## src/rtl/lsu_pkg.sv

```systemverilog
// lsu_pkg: funct3 encodings, FSM states and access-size helper shared by the byte-serial LSU.
package lsu_pkg;
    localparam logic [2:0] LB = 3'b000, LH = 3'b001, LW = 3'b010, LD = 3'b011;
    localparam logic [2:0] LBU = 3'b100, LHU = 3'b101, LWU = 3'b110;
    localparam logic [2:0] SB = 3'b000, SH = 3'b001, SW = 3'b010, SD = 3'b011;
    typedef enum logic [1:0] {IDLE, XFER, RESP} state_t;
    function automatic logic [3:0] size_bytes(input logic [1:0] sz);
        return 4'd1 << sz;
    endfunction
endpackage

```

## src/rtl/lsu_byte_master_if.sv

```systemverilog
// lsu_byte_master_if: core-side request/response and byte-wide memory port of the LSU.
interface lsu_byte_master_if #(parameter int ADDR_W = 64, parameter int XLEN = 64);
    logic              req_valid, req_ready, req_we;
    logic [2:0]        req_funct3;
    logic [ADDR_W-1:0] req_addr, mem_addr;
    logic [XLEN-1:0]   req_wdata, rsp_rdata;
    logic              rsp_valid, rsp_err;
    logic [7:0]        mem_wdata, mem_rdata;
    logic              mem_we, mem_re, mem_ack;
    modport master (
        input  req_valid, req_we, req_funct3, req_addr, req_wdata, mem_rdata, mem_ack,
        output req_ready, rsp_valid, rsp_rdata, rsp_err, mem_addr, mem_wdata, mem_we, mem_re
    );
    modport slave (
        output req_valid, req_we, req_funct3, req_addr, req_wdata, mem_rdata, mem_ack,
        input  req_ready, rsp_valid, rsp_rdata, rsp_err, mem_addr, mem_wdata, mem_we, mem_re
    );
endinterface

```

## src/rtl/lsu_load_extend.sv

```systemverilog
// lsu_load_extend: sign/zero-extends the low 1/2/4/8 bytes of the load buffer.
module lsu_load_extend #(
    parameter int XLEN = 64
) (
    input  logic [63:0]     raw,
    input  logic [1:0]      size,
    input  logic            uns,
    output logic [XLEN-1:0] data
);
    logic [63:0] mask;
    logic        sign;
    always_comb begin
        mask = size == 2'd0 ? 64'hFF : size == 2'd1 ? 64'hFFFF : size == 2'd2 ? 64'hFFFF_FFFF : '1;
        sign = ~uns & (size == 2'd0 ? raw[7] : size == 2'd1 ? raw[15] : size == 2'd2 ? raw[31] : raw[63]);
        data = XLEN'(signed'((raw & mask) | ({64{sign}} & ~mask)));
    end
endmodule

```

## src/rtl/lsu_byte_master.sv

```systemverilog
// lsu_byte_master: serialises one load/store into byte beats and returns a one-cycle response.
module lsu_byte_master
    import lsu_pkg::*;
#(
    parameter int ADDR_W      = 64,
    parameter int XLEN        = 64,
    parameter bit ALIGN_CHECK = 1'b1
) (
    input logic                clk,
    input logic                reset_n,
    lsu_byte_master_if.master  bus
);
    state_t          state;
    logic            we, req_bad, last;
    logic [2:0]      f3, idx, idx_n;
    logic [3:0]      req_nb;
    logic [XLEN-1:0] wdata, ext;
    logic [63:0]     rbuf, rbuf_nxt;

    always_comb begin
        req_nb   = size_bytes(bus.req_funct3[1:0]);
        req_bad  = bus.req_funct3 == 3'b111 || (bus.req_we && bus.req_funct3[2]) ||
                   (ALIGN_CHECK && (bus.req_addr[2:0] & 3'(req_nb - 4'd1)) != 3'd0);
        idx_n    = idx + 3'd1;
        last     = idx == 3'(size_bytes(f3[1:0]) - 4'd1);
        rbuf_nxt = rbuf;
        rbuf_nxt[8*idx+:8] = bus.mem_rdata;
    end

    // Fed with the buffer including the beat being acked so the response can register on the final ack.
    lsu_load_extend #(.XLEN(XLEN)) u_ext (
        .raw  (rbuf_nxt),
        .size (f3[1:0]),
        .uns  (f3[2]),
        .data (ext)
    );

    always_ff @(posedge clk or negedge reset_n) begin
        if (!reset_n) begin
            state         <= IDLE;
            we            <= 1'b0;
            f3            <= 3'd0;
            idx           <= 3'd0;
            wdata         <= '0;
            rbuf          <= '0;
            bus.req_ready <= 1'b1;
            bus.rsp_valid <= 1'b0;
            bus.rsp_err   <= 1'b0;
            bus.rsp_rdata <= '0;
            bus.mem_addr  <= '0;
            bus.mem_wdata <= 8'd0;
            bus.mem_we    <= 1'b0;
            bus.mem_re    <= 1'b0;
        end else begin
            case (state)
                IDLE: if (bus.req_valid) begin
                    we            <= bus.req_we;
                    f3            <= bus.req_funct3;
                    wdata         <= bus.req_wdata;
                    idx           <= 3'd0;
                    rbuf          <= '0;
                    bus.req_ready <= 1'b0;
                    bus.mem_addr  <= bus.req_addr;
                    bus.mem_wdata <= bus.req_wdata[7:0];
                    if (req_bad) begin
                        state         <= RESP;
                        bus.rsp_valid <= 1'b1;
                        bus.rsp_err   <= 1'b1;
                    end else begin
                        state      <= XFER;
                        bus.mem_we <= bus.req_we;
                        bus.mem_re <= ~bus.req_we;
                    end
                end
                XFER: if (bus.mem_ack) begin
                    rbuf <= rbuf_nxt;
                    idx  <= idx_n;
                    if (last) begin
                        state         <= RESP;
                        bus.mem_we    <= 1'b0;
                        bus.mem_re    <= 1'b0;
                        bus.rsp_valid <= 1'b1;
                        bus.rsp_rdata <= we ? '0 : ext;
                    end else begin
                        bus.mem_addr  <= bus.mem_addr + 1'b1;
                        bus.mem_wdata <= wdata[8*idx_n+:8];
                    end
                end
                RESP: begin
                    state         <= IDLE;
                    bus.req_ready <= 1'b1;
                    bus.rsp_valid <= 1'b0;
                    bus.rsp_err   <= 1'b0;
                    bus.rsp_rdata <= '0;
                end
                default: state <= IDLE;
            endcase
        end
    end
endmodule

```

## src/flat_wrapper.sv

```systemverilog
// flat-port wrapper written by rule: the top's interface ports become plain ports
module lsu_byte_master_flat import lsu_pkg::*;
#(
    parameter int ADDR_W      = 64,
    parameter int XLEN        = 64,
    parameter bit ALIGN_CHECK = 1'b1
)
  (clk, reset_n, bus_req_valid, bus_req_we, bus_req_funct3, bus_req_addr, bus_req_wdata, bus_mem_rdata, bus_mem_ack, bus_req_ready, bus_rsp_valid, bus_rsp_rdata, bus_rsp_err, bus_mem_addr, bus_mem_wdata, bus_mem_we, bus_mem_re);
  lsu_byte_master_if #(.ADDR_W(ADDR_W), .XLEN(XLEN)) bus_i ();
  input logic clk;
  input logic reset_n;
  input wire logic [$bits(bus_i.req_valid)-1:0] bus_req_valid;
  input wire logic [$bits(bus_i.req_we)-1:0] bus_req_we;
  input wire logic [$bits(bus_i.req_funct3)-1:0] bus_req_funct3;
  input wire logic [$bits(bus_i.req_addr)-1:0] bus_req_addr;
  input wire logic [$bits(bus_i.req_wdata)-1:0] bus_req_wdata;
  input wire logic [$bits(bus_i.mem_rdata)-1:0] bus_mem_rdata;
  input wire logic [$bits(bus_i.mem_ack)-1:0] bus_mem_ack;
  output wire logic [$bits(bus_i.req_ready)-1:0] bus_req_ready;
  output wire logic [$bits(bus_i.rsp_valid)-1:0] bus_rsp_valid;
  output wire logic [$bits(bus_i.rsp_rdata)-1:0] bus_rsp_rdata;
  output wire logic [$bits(bus_i.rsp_err)-1:0] bus_rsp_err;
  output wire logic [$bits(bus_i.mem_addr)-1:0] bus_mem_addr;
  output wire logic [$bits(bus_i.mem_wdata)-1:0] bus_mem_wdata;
  output wire logic [$bits(bus_i.mem_we)-1:0] bus_mem_we;
  output wire logic [$bits(bus_i.mem_re)-1:0] bus_mem_re;
  assign bus_i.req_valid = bus_req_valid;
  assign bus_i.req_we = bus_req_we;
  assign bus_i.req_funct3 = bus_req_funct3;
  assign bus_i.req_addr = bus_req_addr;
  assign bus_i.req_wdata = bus_req_wdata;
  assign bus_i.mem_rdata = bus_mem_rdata;
  assign bus_i.mem_ack = bus_mem_ack;
  assign bus_req_ready = bus_i.req_ready;
  assign bus_rsp_valid = bus_i.rsp_valid;
  assign bus_rsp_rdata = bus_i.rsp_rdata;
  assign bus_rsp_err = bus_i.rsp_err;
  assign bus_mem_addr = bus_i.mem_addr;
  assign bus_mem_wdata = bus_i.mem_wdata;
  assign bus_mem_we = bus_i.mem_we;
  assign bus_mem_re = bus_i.mem_re;
  lsu_byte_master #(.ADDR_W(ADDR_W), .XLEN(XLEN), .ALIGN_CHECK(ALIGN_CHECK)) u_core (.clk(clk), .reset_n(reset_n), .bus(bus_i));
endmodule
```

## config.mk

```make
export PLATFORM = sky130hd
export DESIGN_NAME = lsu_byte_master_flat
export DESIGN_NICKNAME = d
export VERILOG_FILES = /design/src/rtl/lsu_pkg.sv /design/src/rtl/lsu_byte_master_if.sv /design/src/rtl/lsu_load_extend.sv /design/src/rtl/lsu_byte_master.sv /design/src/flat_wrapper.sv
export SDC_FILE = /design/constraint.sdc
export NUM_CORES = 1
export LEC_CHECK = 0
export BUFFER_PORTS_ARGS = -buffer_cell sky130_fd_sc_hd__buf_2
export CAP_MARGIN = 20
export CORE_MARGIN = 2
export CORE_UTILIZATION = 55
export DETAILED_ROUTE_END_ITERATION = 8
export HOLD_SLACK_MARGIN = 0.03
export PLACE_DENSITY = 0.8
export RECOVER_POWER = 100
export SLEW_MARGIN = 15
export SYNTH_ARGS = -nofsm -noshare
export SYNTH_HDL_FRONTEND = slang
export SYNTH_SLANG_ARGS = --single-unit
```

## constraint.sdc

```tcl
create_clock -name clk -period 4.17 [get_ports clk]
set_input_delay 0.417 -clock clk [delete_from_list [all_inputs] [get_ports clk]]
set_output_delay 0.417 -clock clk [all_outputs]
set_load 0.02 [all_outputs]
```

; ---- After elaboration in Yosys (flattened, before gate mapping)
; Index checks and enable logic that the tools add are counted.
[word_totals]
regBits = 278
rom_bits = 0
memories = 0
latchBits = 0
output_inout_bits = 141
word_cells = 109
mem_bits_rw = 0
input_bits = 144
[classes]
order_cmp = 0
n_bitwise = 8
eq_ne = 12
div = 0
reduce_logical = 19
muxes = 46
add_sub_neg = 5
n_mul = 0
shifts = 5
[ops]
columns = cell, count
row1 = 2-to-1 mux 64 bit, 11
row2 = case mux 64 bit (2 select lines), 3
row3 = bitwise AND 64 bit, 2
row4 = adder 64 x 1 -> 64 bit (second input constant), 1
row5 = bitwise mux 64 bit, 1
row6 = inverter 64 bit, 1
row7 = OR 64 bit, 1
row8 = variable shift 8 x 34 -> 64 bit (first input constant), 1
row9 = variable part select 64 x 7 -> 8 bit, 1
row10 = variable part select 8 x 34 -> 64 bit, 1
row11 = negator 6 -> 34 bit, 1
row12 = 2-to-1 mux 8 bit, 3
row13 = case mux 8 bit (2 select lines), 1
row14 = 2-to-1 mux 1 bit, 14
row15 = AND reduction 3 bit, 4
row16 = AND reduction 5 bit, 2
row17 = 2-to-1 mux 2 bit, 4
row18 = != test 2 bit (second input constant), 4
row19 = case mux 1 bit (2 select lines), 4
row20 = 2-to-1 mux 3 bit, 2
row21 = case mux 3 bit (2 select lines), 1
row22 = nonzero test 2 bit, 3
row23 = nonzero test 3 bit, 2
row24 = << shifter 1 x 2 -> 3 bit (first input constant), 2
row25 = other kinds (17), 25

; ---- Logic depth before layout (Yosys ltp)
; Gate-level depths: netlist of the first run.
[logic_depth]
word_depth = 13
mapped_depth = 13

; ---- Cells and area by module
; Synthesis of the first run repeated with hierarchy kept, for this count alone.
[hier_totals]
cells_unflattened = 1559
hier_area_um2 = 14328.7
[by_module_without_submodules]
columns = module, seq_area_each_um2, area_per_inst_um2, cells_per_inst, instances
row1 = lsu_byte_master, 6957.9, 13475.4, 1409, 1
row2 = lsu_load_extend, 0.0, 853.3, 150, 1

; ---- Least setup slack after synthesis of the first run
; Ideal clock, no wire load.
[synth_timing]
path_kind = register to register
from = reg u_core.idx[0]
to = reg u_core.bus.rsp_rdata[22]
t_arrival_ns = 3.220
path_slack_ns = 0.885
period_less_slack_ns = 3.285
path_stages_with_launch = 13
t_required_ns = 4.105
path_cell_list = dfrtp_1 > buf_2 > buf_1 > inv_1 > ha_1 > ha_1 > nor4b_1 > nand2_1 > mux2i_1 > a211o_1 > nor4_4 > buf_6 > a211o_1
[synth_via]
elab_chain_len = 13
elab_cells_between_ends = 18
cone_classes = 1 x add/sub / 2 x eq/ne / 2 x shift / 8 x mux / 4 x bitwise / 1 x reduce/logical
[synth_rtl]
columns = item, line
row1 = start: declaration, lsu_byte_master.sv:15  ; logic [2:0] f3, idx, idx_n;
row2 = start signal: assignment, lsu_byte_master.sv:77  ; idx <= idx_n;
row3 = negator 6 -> 34 bit, lsu_byte_master.sv:27  ; rbuf_nxt[8*idx+:8] = bus.mem_rdata;
row4 = variable part select 8 x 34 -> 64 bit / variable shift 8 x 34 -> 64 bit (equally long branches), lsu_byte_master.sv:27
row5 = bitwise mux 64 bit, lsu_byte_master.sv:27
row6 = 2-to-1 mux 1 bit (3 in series), lsu_load_extend.sv:14  ; sign = ~uns & (size == 2'd0 ? raw[7] : size == 2'd1 ? raw[15] : size == 2'd2 ? raw[31] : raw[63]);
row7 = bitwise AND 1 bit, lsu_load_extend.sv:14
row8 = bitwise AND 64 bit, lsu_load_extend.sv:15  ; data = XLEN'(signed'((raw & mask) | ({64{sign}} & ~mask)));
row9 = OR 64 bit, lsu_load_extend.sv:15
row10 = 2-to-1 mux 64 bit, lsu_byte_master.sv:83  ; bus.rsp_rdata <= we ? '0 : ext;
row11 = 2-to-1 mux 64 bit, lsu_byte_master.sv:78  ; if (last) begin
row12 = 2-to-1 mux 64 bit, lsu_byte_master.sv:75  ; XFER: if (bus.mem_ack) begin
row13 = case mux 64 bit (2 select lines), lsu_byte_master.sv:55  ; case (state)
row14 = end signal: assignment, lsu_byte_master.sv:83
row15 = end: declaration, lsu_byte_master_if.sv:12  ; output req_ready, rsp_valid, rsp_rdata, rsp_err, mem_addr, mem_wdata, mem_we, mem_re
; Parallel ways exist; a longest one is shown, timed or not. The select of a mux whose other input is x is not followed.
; A chain may end at the register's enable or synchronous reset.

; ---- Worst setup path after layout of the first run
; Ends and elaborated chain as after synthesis.

==> results of run 1 <==
Yosys cell counts (5+ instances only):
library cell and count:
sky130_fd_sc_hd__nor2_1 142, sky130_fd_sc_hd__o211ai_1 12, sky130_fd_sc_hd__a41oi_1 5, sky130_fd_sc_hd__a22o_1 10, sky130_fd_sc_hd__o311ai_0 6, sky130_fd_sc_hd__o22ai_1 20
sky130_fd_sc_hd__nand4_1 20, sky130_fd_sc_hd__nand2_1 354, sky130_fd_sc_hd__buf_6 8, sky130_fd_sc_hd__a211o_1 49, sky130_fd_sc_hd__o32ai_1 6, sky130_fd_sc_hd__nand3_1 43
sky130_fd_sc_hd__dfrtp_1 277, sky130_fd_sc_hd__o22a_1 7, sky130_fd_sc_hd__o21a_1 10, sky130_fd_sc_hd__and4_1 6, sky130_fd_sc_hd__inv_1 25, sky130_fd_sc_hd__a2bb2oi_1 8
sky130_fd_sc_hd__nor3_1 15, sky130_fd_sc_hd__and3_1 27, sky130_fd_sc_hd__a31oi_1 9, sky130_fd_sc_hd__a21oi_1 111, sky130_fd_sc_hd__mux2i_1 37, sky130_fd_sc_hd__mux4_2 16
sky130_fd_sc_hd__o21ai_0 118, sky130_fd_sc_hd__nor4_1 6, sky130_fd_sc_hd__clkbuf_1 74, sky130_fd_sc_hd__buf_1 10, sky130_fd_sc_hd__buf_2 15, sky130_fd_sc_hd__ha_1 5
final timing paths:
kind / from / to / cells past startpoint
max: u_core.idx[0] / u_core.bus.rsp_rdata[22] / 10
min: bus_req_wdata[61] / u_core.wdata[61] / 3
max reg2reg: u_core.idx[0] / u_core.bus.rsp_rdata[22] / 10
min reg2reg: u_core.bus.req_ready / u_core.bus.req_ready / 2
max in group asynchronous: reset_n / u_core.wdata[11] / 3
min in group asynchronous: reset_n / u_core.bus.mem_addr[57] / 2
repair_timing:
item	4_1_cts	5_1_grt
hold endpoints to repair	99	0
gates resized for setup	0	0
setup buffers	0	0
hold buffers	1	0
cell families after synthesis:
| family | after synthesis | synth area share, % |
|---|---|---|
| flops | 278 | 50.8 |
| fa+ha+maj | 5 | 0.457 |
| simple gates | 647 | 20.7 |
| buf+inv | 133 | 4.22 |
| mux | 53 | 5.34 |
| xor+xnor | 3 | 0.192 |
| compound gates | 396 | 18.3 |
stage by stage:
step                      cells  hold slack, ns  utilization, %
after global routing       2094          0.0640            65.7
after global placement     2038           0.450            62.7
after detailed placement   2038           0.459            62.7
final                      2095          0.0586            65.7
after CTS                  2093          0.0419            66.6
after floorplan            1515           0.121               -
state kept, by name, indices dropped and copies added, names as in the netlist, 2 cells and up:
name and cells:
u_core.f3 3, u_core.bus.rsp_rdata 64, u_core.state 2, u_core.rbuf 64
u_core.bus.mem_wdata 8, u_core.idx 3, u_core.bus.mem_addr 64, u_core.wdata 64
worst max-delay path: stages, from the launching register on:
cell                       delay, ns
sky130_fd_sc_hd__dfrtp_1        0.65
sky130_fd_sc_hd__inv_1          0.15
sky130_fd_sc_hd__ha_1           0.23
sky130_fd_sc_hd__ha_1           0.35
sky130_fd_sc_hd__nand4b_1       0.53
sky130_fd_sc_hd__mux2i_1        0.30
sky130_fd_sc_hd__a22o_1         0.27
sky130_fd_sc_hd__a211o_1        0.34
sky130_fd_sc_hd__nor4_4         0.24
sky130_fd_sc_hd__clkbuf_2       0.37
sky130_fd_sc_hd__a211o_1        0.16
per-layer routing:
layer	track usage, %	wire length [um]	vias to the layer above
met5	0	0	-
met4	10.9	1480	0
met3	4.19	2910	96
met2	46.2	17900	577
met1	42.0	16600	6012
li1	-	-	5817
area by class of cell:
cell class	count	area (um^2)
flip-flops and latches	278	6960
inverters	26	97.6
well taps	324	405
clock inverters	8	43.8
multi-input cells	1104	6210
repair buffers	307	1420
diodes	2	5.00
fillers	2086	8360
clock buffers	46	890
power breakdown:
group	switching (mW)	internal, mW	leakage [nW]	total [mW]
clock network	1.07	1.46	0.469	2.52
registers	0.841	3.55	3.57	4.39
logic	3.17	1.60	3.65	4.77
total	5.07	6.61	7.69	11.7
==> impl_metrics.env, run 1 <==
export IMPL_peakVddDrop_v=0.000392
export IMPL_routabilityCongestion=0.934
export IMPL_root_buffer="sky130_fd_sc_hd__clkbuf_16"
export IMPL_postPlaceCellArea_mm2=0.0153
export IMPL_die_width_um=162
export IMPL_synth_fp_nets=1664
export IMPL_global_route_wire_length_before_repair_um=62600
export IMPL_ant_nets=0
export IMPL_status="finished, violations left"
export IMPL_required_time_of_the_critical_path_ns=4.66
export IMPL_num_vias=12500
export IMPL_cp_data_arrival_time_ns=4.13
export IMPL_yosys_register_bits=278
export IMPL_post_drt_via_cell_ratio=5.97
export IMPL_max_slew_margin_pct=-83.4
export IMPL_kind_of_end_point_of_the_critical_path="register"
export IMPL_number_of_synthesized_flops_with_an_enable_pin=0
export IMPL_initialDrtViolationCount=1560
export IMPL_synth_async_sr_flop_share_pct=100
export IMPL_detailedPlacementHpwl_um=26300
export IMPL_yosys_most_used_dff="sky130_fd_sc_hd__dfrtp_1"
export IMPL_track_usage_pct=29.4
export IMPL_grt_overflow=0
export IMPL_timing_worst_setup_path_type="reg2reg"
export IMPL_finClkSkew_ns=0.00967
export IMPL_dr_pass1_iters=5
export IMPL_failing_checks="max-capacitance violations, max-slew violations"
export IMPL_netlist_top_cell_by_area="sky130_fd_sc_hd__dfrtp_1"
export IMPL_yosysTopAreaCellShare_pct=50.6
export IMPL_insertion_delay_ns=0.55
export IMPL_fp_coreArea_mm2=0.0244
export IMPL_crit_fanout=16
export IMPL_drv_max_cap_violation_count=3
export IMPL_tritoncts="built"
export IMPL_rrSetupSlack_ns=0.52
export IMPL_cell_area_after_synthesis_mm2=0.0137
export IMPL_layout_cells_most_common="sky130_fd_sc_hd__nand2_1"
export IMPL_std_cell_rows=57
export IMPL_total_power_mw=11.7
export IMPL_power_per_cell_area_mw_per_mm2=729
export IMPL_grt_antenna_before_repair=2
export IMPL_most_common_layout_cells="sky130_fd_sc_hd__nand2_1, sky130_fd_sc_hd__dfrtp_1, sky130_fd_sc_hd__clkbuf_1"
export IMPL_placement_io_buffers=284
export IMPL_floorplan_die_area_mm2=0.0262
export IMPL_cts_reportedPaths_clkPinSlew_ns=0.06
export IMPL_maxClockFrequency_mhz=274
export IMPL_timing_max_transition_violations_final=239
export IMPL_layout_area_overhead_vs_synth_pct=17.1
export IMPL_tritoncts_num_buffers=29
export IMPL_first_global_vias=12000
export IMPL_grt_start_max_net_pins=104
export IMPL_fin_crit_sh_pct=87.5
export IMPL_finalSetupViolCount=0
export IMPL_post_route_drc_count=0
export IMPL_yosysWarningCount=0
export IMPL_initial_core_util_pct=56.1
export IMPL_final_setup_tns_ns=0
export IMPL_cts_htree_levels=1
export IMPL_design_area_mm2=0.0160
export IMPL_finalCriticalPeriod_ns=3.65
export IMPL_synth_top_cells_by_area="sky130_fd_sc_hd__dfrtp_1, sky130_fd_sc_hd__nand2_1, sky130_fd_sc_hd__o21ai_0, sky130_fd_sc_hd__a21oi_1, sky130_fd_sc_hd__nor2_1"
export IMPL_holdCritPathClass="in2reg"
export IMPL_netlist_cell_type_count=66
export IMPL_per_instance_average_area_after_synthesis_um2=9.04
export IMPL_post_route_cells_drive_above_1_share_pct=13.6
export IMPL_numClockSinks=278
export IMPL_startpoint_type="register"
export IMPL_rsz0062_at_grt="false"
export IMPL_io_pins=285
export IMPL_clk_path_buf_depth=3
export IMPL_worstMarginPinSlew_ns=2.75
export IMPL_finalNetCount=1895
export IMPL_floorplan_die_height_um=162
export IMPL_sequential_fraction_of_the_synthesis_area_pct=50.8
export IMPL_timing_final_hold_violations=0
export IMPL_detail_route_wl_per_cell_um=18.5
export IMPL_finalWirelength_um=38800
export IMPL_syn_inst=1515
export IMPL_detailedPlace_worstSlack_ns=0.725
export IMPL_timing_final_ws_setup_ns=0.523
export IMPL_power_leakage_nw=7.69
No activity file was read; power rests on OpenSTA's default activity.
==> inputs of run 2 (changes only) <==
--- a/config.mk
+++ b/config.mk
@@ -5,12 +5,12 @@
 export SDC_FILE = /design/constraint.sdc
 export NUM_CORES = 1
 export LEC_CHECK = 0
-export BUFFER_PORTS_ARGS = -buffer_cell sky130_fd_sc_hd__buf_2
 export CAP_MARGIN = 20
 export CORE_MARGIN = 2
-export CORE_UTILIZATION = 55
+export CORE_UTILIZATION = 64
 export DETAILED_ROUTE_END_ITERATION = 8
-export HOLD_SLACK_MARGIN = 0.03
+export DONT_BUFFER_PORTS = 1
+export HOLD_SLACK_MARGIN = 0.08
 export PLACE_DENSITY = 0.8
 export RECOVER_POWER = 100
 export SLEW_MARGIN = 15
==> impl_metrics.env, run 2 (same netlist as run 1, synthesis figures left out) <==
export IMPL_layout_area_overhead_vs_synth_pct=13.8
export IMPL_power_leakage_nw=7.33
export IMPL_fp_coreArea_mm2=0.0210
export IMPL_clk_path_buf_depth=3
export IMPL_numClockSinks=278
export IMPL_crit_fanout=38
export IMPL_routabilityCongestion=0.897
export IMPL_critical_path_max_stage_delay_ns=0.51
export IMPL_cp_buffers_inverters=3
export IMPL_holdCritPathClass="in2async"
export IMPL_dr_pass1_iters=5
export IMPL_root_buffer="sky130_fd_sc_hd__clkbuf_16"
export IMPL_global_route_wire_length_before_repair_um=62800
export IMPL_insertion_delay_ns=0.55
export IMPL_rrSetupSlack_ns=0.45
export IMPL_cpMaxStageDelayCell="sky130_fd_sc_hd__dfrtp_1"
export IMPL_timing_max_transition_violations_final=137
export IMPL_post_drt_via_cell_ratio=6.60
export IMPL_met3_length_um=4130
export IMPL_finalWirelength_um=40700
export IMPL_drv_max_cap_violation_count=2
export IMPL_ant_nets=0
export IMPL_die_width_um=150
export IMPL_tritoncts="built"
export IMPL_post_cts_buffers=0
export IMPL_tritoncts_num_buffers=28
export IMPL_post_route_drc_count=0
export IMPL_grt_start_max_net_pins=279
export IMPL_floorplan_die_height_um=150
export IMPL_postCtsResizedCells=0
export IMPL_timing_worst_setup_path_type="reg2reg"
export IMPL_worst_path_most_repeated_cell="sky130_fd_sc_hd__clkbuf_1"
export IMPL_std_cell_rows=53
export IMPL_worstMarginPinSlew_ns=2.57
export IMPL_finalSetupViolCount=0
export IMPL_wl_met1_um=15600
export IMPL_maxClockFrequency_mhz=269
export IMPL_grt_antenna_before_repair=0
export IMPL_track_usage_pct=35.3
export IMPL_worst_r2r_path_depth=10
export IMPL_finalNetCount=1693
export IMPL_initial_core_util_pct=65.1
export IMPL_layout_core_utilization_pct=74.1
export IMPL_max_slew_margin_pct=-71.2
export IMPL_fin_crit_sh_pct=89.3
export IMPL_timing_final_hold_violations=277
export IMPL_power_per_cell_area_mw_per_mm2=750
export IMPL_total_power_mw=11.7
export IMPL_rsz0062_at_grt="false"
export IMPL_final_setup_tns_ns=0
export IMPL_met2_wirelength_um=19200
export IMPL_cts_reportedPaths_clkPinSlew_ns=0.07
export IMPL_cpLargestDelayFamily="buffers and inverters"
export IMPL_cp_data_arrival_time_ns=4.15
export IMPL_required_time_of_the_critical_path_ns=4.59
export IMPL_layout_cells_most_common="sky130_fd_sc_hd__nand2_1"
export IMPL_most_common_layout_cells="sky130_fd_sc_hd__nand2_1, sky130_fd_sc_hd__dfrtp_1, sky130_fd_sc_hd__nor2_1"
export IMPL_path_cells="nor2_1 -> clkinv_1 -> ha_1 -> xor2_1 -> clkbuf_1 -> nand2_1 -> or3_1 -> o21a_2 -> clkbuf_1 -> a22o_1"
export IMPL_finClkSkew_ns=0.0147
export IMPL_worst_setup_startpoint="u_core.f3[1]"
export IMPL_timing_hold_ws_ns=-0.429
export IMPL_first_global_vias=11700
export IMPL_num_vias=12100
export IMPL_cts_htree_levels=1
export IMPL_io_pins=285
export IMPL_postPlaceCellArea_mm2=0.0138
export IMPL_peakVddDrop_v=0.000509
export IMPL_floorplan_die_area_mm2=0.0226
export IMPL_highest_layer="met4"
export IMPL_grt_overflow=0
export IMPL_rr_startpoint="u_core.f3[1]"
export IMPL_startpoint_type="register"
export IMPL_placement_io_buffers=0
export IMPL_initialDrtViolationCount=1127
export IMPL_num_antenna_cells=0
export IMPL_finalCriticalPeriod_ns=3.72
export IMPL_kind_of_end_point_of_the_critical_path="register"
export IMPL_post_route_cells_drive_above_1_share_pct=6.26
export IMPL_failing_checks="negative hold slack, max-capacitance violations, max-slew violations"
export IMPL_status="finished, violations left"
export IMPL_design_area_mm2=0.0156
export IMPL_detail_route_wl_per_cell_um=22.1
export IMPL_holdBufCountCts=86
export IMPL_worstReg2RegEnd="u_core.bus.rsp_rdata[14]"
export IMPL_detailedPlacementHpwl_um=24600
run 2: changes by cell type in the layout (fill, tap and decap cells not counted), moves of 2 or more:
cell                            delta
sky130_fd_sc_hd__buf_12            -2
sky130_fd_sc_hd__buf_2           -142
sky130_fd_sc_hd__bufinv_16         +5
sky130_fd_sc_hd__clkbuf_1        -148
sky130_fd_sc_hd__clkbuf_8          -6
sky130_fd_sc_hd__clkinv_2          +2
sky130_fd_sc_hd__clkinvlp_4        +2
sky130_fd_sc_hd__diode_2           -2
sky130_fd_sc_hd__dlygate4sd3_1    +85
run 2: report_power, final:
| group | leakage (nW) | switching, mW | total, mW | internal (mW) |
|---|---|---|---|---|
| logic | 3.25 | 2.43 | 3.86 | 1.44 |
| registers | 3.57 | 1.54 | 5.07 | 3.54 |
| clock network | 0.498 | 1.10 | 2.75 | 1.65 |
| total | 7.33 | 5.06 | 11.7 | 6.62 |
run 2: how the worst max path moves through the flow:
stage / endpoint / slack [ns] / cells past startpoint
floorplan: u_core.bus.rsp_rdata[22] / 0.89 / 12
global placement: u_core.bus.rsp_rdata[23] / 0.87 / 10
detailed placement: u_core.bus.rsp_rdata[26] / 0.75 / 10
CTS: u_core.bus.rsp_rdata[42] / 0.73 / 10
global route: u_core.bus.rsp_rdata[12] / 0.24 / 10
finish: u_core.bus.rsp_rdata[14] / 0.45 / 10
run 2: layer usage:
metal	up-vias	global-route usage, %
li1	5393	-
met1	5898	47.5
met2	714	55.3
met3	131	8.67
met4	0	14.5
met5	-	0
run 2: worst register-to-register path, stage by stage (launching register included):
cell	delay, ns
sky130_fd_sc_hd__dfrtp_1	0.51
sky130_fd_sc_hd__nor2_1	0.23
sky130_fd_sc_hd__clkinv_1	0.29
sky130_fd_sc_hd__ha_1	0.41
sky130_fd_sc_hd__xor2_1	0.14
sky130_fd_sc_hd__clkbuf_1	0.28
sky130_fd_sc_hd__nand2_1	0.14
sky130_fd_sc_hd__or3_1	0.36
sky130_fd_sc_hd__o21a_2	0.49
sky130_fd_sc_hd__clkbuf_1	0.43
sky130_fd_sc_hd__a22o_1	0.33
run 2: layout make-up:
cell class                 instances  area [um^2]
clock buffer                      34          785
clock inverter                    17          219
fill                            1459         5440
inverter                          26         97.6
multi-input combinational       1104         6200
sequential                       278         6960
tap                              275          344
timing repair buffer             106          985
run 2: through the flow:
stage | instances | setup WS (ns) | hold slack, ns
after CTS | 1840 | 0.734 | -0.441
after global placement | 1703 | 0.874 | 0.128
final | 1840 | 0.448 | -0.429
after detailed placement | 1703 | 0.753 | 0.129
after floorplan | 1515 | 0.885 | 0.121
after global routing | 1840 | 0.243 | -0.444
==> inputs of run 3 (changes only) <==
--- a/config.mk
+++ b/config.mk
@@ -6,6 +6,7 @@
 export NUM_CORES = 1
 export LEC_CHECK = 0
 export CAP_MARGIN = 20
+export CORE_ASPECT_RATIO = 0.9
 export CORE_MARGIN = 2
 export CORE_UTILIZATION = 64
 export DETAILED_ROUTE_END_ITERATION = 8
==> impl_metrics.env, run 3 (same netlist as run 1, synthesis figures left out) <==
export IMPL_power_frac_comb_pct=33.0
export IMPL_finalWirelength_um=40700
export IMPL_finalNetCount=1691
export IMPL_required_time_of_the_critical_path_ns=4.60
export IMPL_timing_final_hold_violations=277
export IMPL_power_share_switching_pct=43.4
export IMPL_numClockSinks=278
export IMPL_maxClockFrequency_mhz=271
export IMPL_post_route_drc_count=0
export IMPL_die_width_um=158
export IMPL_postCtsResizedCells=0
export IMPL_post_cts_buffers=0
export IMPL_timing_max_transition_violations_final=80
export IMPL_max_slew_margin_pct=-8.45
export IMPL_cts_htree_levels=1
export IMPL_detailedPlacementHpwl_um=24600
export IMPL_std_cell_rows=50
export IMPL_crit_fanout=64
export IMPL_holdBufCountCts=86
export IMPL_final_setup_tns_ns=0
export IMPL_rr_startpoint="u_core.f3[0]"
export IMPL_power_leakage_nw=7.31
export IMPL_timing_hold_ws_ns=-0.424
export IMPL_startpoint_type="register"
export IMPL_cp_data_arrival_time_ns=4.13
export IMPL_detail_route_wl_per_cell_um=22.0
export IMPL_insertion_delay_ns=0.56
export IMPL_timing_worst_setup_path_type="reg2reg"
export IMPL_area_sequential_mm2=0.00696
export IMPL_floorplan_die_height_um=143
export IMPL_grt_antenna_before_repair=2
export IMPL_floorplan_die_area_mm2=0.0226
export IMPL_filler_cells=1449
export IMPL_placement_io_buffers=0
export IMPL_cellInternalPower_mw=6.59
export IMPL_global_route_wire_length_before_repair_um=63500
export IMPL_ant_nets=0
export IMPL_grt_overflow=0
export IMPL_rrSetupSlack_ns=0.47
export IMPL_drv_max_cap_violation_count=1
export IMPL_post_drt_via_cell_ratio=6.52
export IMPL_seq_power_share_pct=43.5
export IMPL_root_buffer="sky130_fd_sc_hd__clkbuf_16"
export IMPL_most_common_layout_cells="sky130_fd_sc_hd__nand2_1, sky130_fd_sc_hd__dfrtp_1, sky130_fd_sc_hd__nor2_1"
export IMPL_routabilityCongestion=0.878
export IMPL_initialDrtViolationCount=1406
export IMPL_worstMarginPinSlew_ns=1.63
export IMPL_io_pins=285
export IMPL_first_global_vias=11800
export IMPL_kind_of_end_point_of_the_critical_path="register"
export IMPL_post_layout_nonfiller_instances=1853
export IMPL_cts_reportedPaths_clkPinSlew_ns=0.07
export IMPL_fin_crit_sh_pct=88.6
export IMPL_track_usage_pct=35.9
export IMPL_power_per_cell_area_mw_per_mm2=747
export IMPL_power_switching_mw=5.05
export IMPL_tritoncts="built"
export IMPL_peakVddDrop_v=0.000524
export IMPL_holdCritPathClass="in2async"
export IMPL_clk_path_buf_depth=3
export IMPL_finClkSkew_ns=0.0260
export IMPL_status="finished, violations left"
export IMPL_failing_checks="negative hold slack, max-capacitance violations, max-slew violations"
export IMPL_rsz0062_at_grt="false"
export IMPL_num_vias=12100
export IMPL_grt_start_max_net_pins=279
export IMPL_layout_core_utilization_pct=74.6
export IMPL_numPlacedInstances=1712
export IMPL_layout_cells_most_common="sky130_fd_sc_hd__nand2_1"
export IMPL_dr_pass1_iters=5
export IMPL_initial_core_util_pct=65.5
export IMPL_tritoncts_num_buffers=28
export IMPL_worst_r2r_path_depth=9
export IMPL_layout_area_overhead_vs_synth_pct=13.9
export IMPL_fp_coreArea_mm2=0.0209
export IMPL_post_route_cells_drive_above_1_share_pct=6.14
export IMPL_finalCriticalPeriod_ns=3.70
export IMPL_clock_power_share_pct=23.5
export IMPL_multi_input_logic_area_mm2=0.00619
export IMPL_worstReg2RegEnd="u_core.bus.rsp_rdata[54]"
export IMPL_finalSetupViolCount=0
run 3: changes by cell type in the layout (fill, tap and decap cells not counted), sizes merged:
cell / change
diode: +3
buf: +3
inv: -1
bufinv: -1
clkinv: -3
clkbuf: +1
run 3: worst max path at each step:
stage	from	endpoint	slack, ns	depth (start not counted)
2_1_floorplan	u_core.idx[0]	u_core.bus.rsp_rdata[22]	0.89	12
6_report	u_core.f3[0]	u_core.bus.rsp_rdata[54]	0.47	9
3_5_place_dp	u_core.f3[0]	u_core.bus.rsp_rdata[61]	0.77	9
5_1_grt	u_core.f3[0]	u_core.bus.rsp_rdata[22]	0.29	9
3_3_place_gp	u_core.f3[0]	u_core.bus.rsp_rdata[43]	0.88	9
4_1_cts	u_core.f3[0]	u_core.bus.rsp_rdata[38]	0.72	9
run 3: power by group through the flow:
stage / Combinational [mW] / Clock (mW) / Sequential [mW]
floorplan: 3.04 / 0 / 4.67
global placement: 3.52 / 0 / 5.01
detailed placement: 3.66 / 0 / 5.05
CTS: 3.75 / 2.74 / 5.02
global route: 4.25 / 2.86 / 5.17
finish: 3.84 / 2.73 / 5.07
run 3: area by class of cell:
cell class                      instances  area share, %
Sequential cell                       278           44.6
Timing Repair Buffer                  104           6.30
Antenna cell                            3         0.0481
Multi-Input combinational cell       1104           39.7
Inverter                               26          0.626
Clock buffer                           40           5.29
Tap cell                              286           2.29
Clock inverter                         12           1.13
run 3: per-layer routing:
metal / up-vias / global-route usage (%) / wire length, um
met3: 130 / 8.65 / 4060
met2: 682 / 56.2 / 19000
met4: 0 / 16.3 / 1810
met5: - / 0 / 0
met1: 5879 / 48.0 / 15800
li1: 5394 / - / -
run 3: critical path, cell delays in order (launching register included):
cell                       delay (ns)
sky130_fd_sc_hd__dfrtp_1         0.51
sky130_fd_sc_hd__nor2_1          0.23
sky130_fd_sc_hd__clkinv_1        0.26
sky130_fd_sc_hd__ha_1            0.39
sky130_fd_sc_hd__xor2_1          0.45
sky130_fd_sc_hd__nand2_1         0.16
sky130_fd_sc_hd__or3_1           0.35
sky130_fd_sc_hd__o21a_2          0.21
sky130_fd_sc_hd__buf_2           0.51
sky130_fd_sc_hd__a211o_1         0.47
run 3: through the flow:
stage	hold WS [ns]	total power, mW	setup WS (ns)	cell area (um^2)
2_1_floorplan	0.121	7.72	0.885	13700
3_3_place_gp	0.128	8.54	0.877	13800
3_5_place_dp	0.128	8.71	0.773	13800
4_1_cts	-0.455	11.5	0.719	15600
5_1_grt	-0.448	12.3	0.292	15600
6_report	-0.424	11.6	0.474	15600
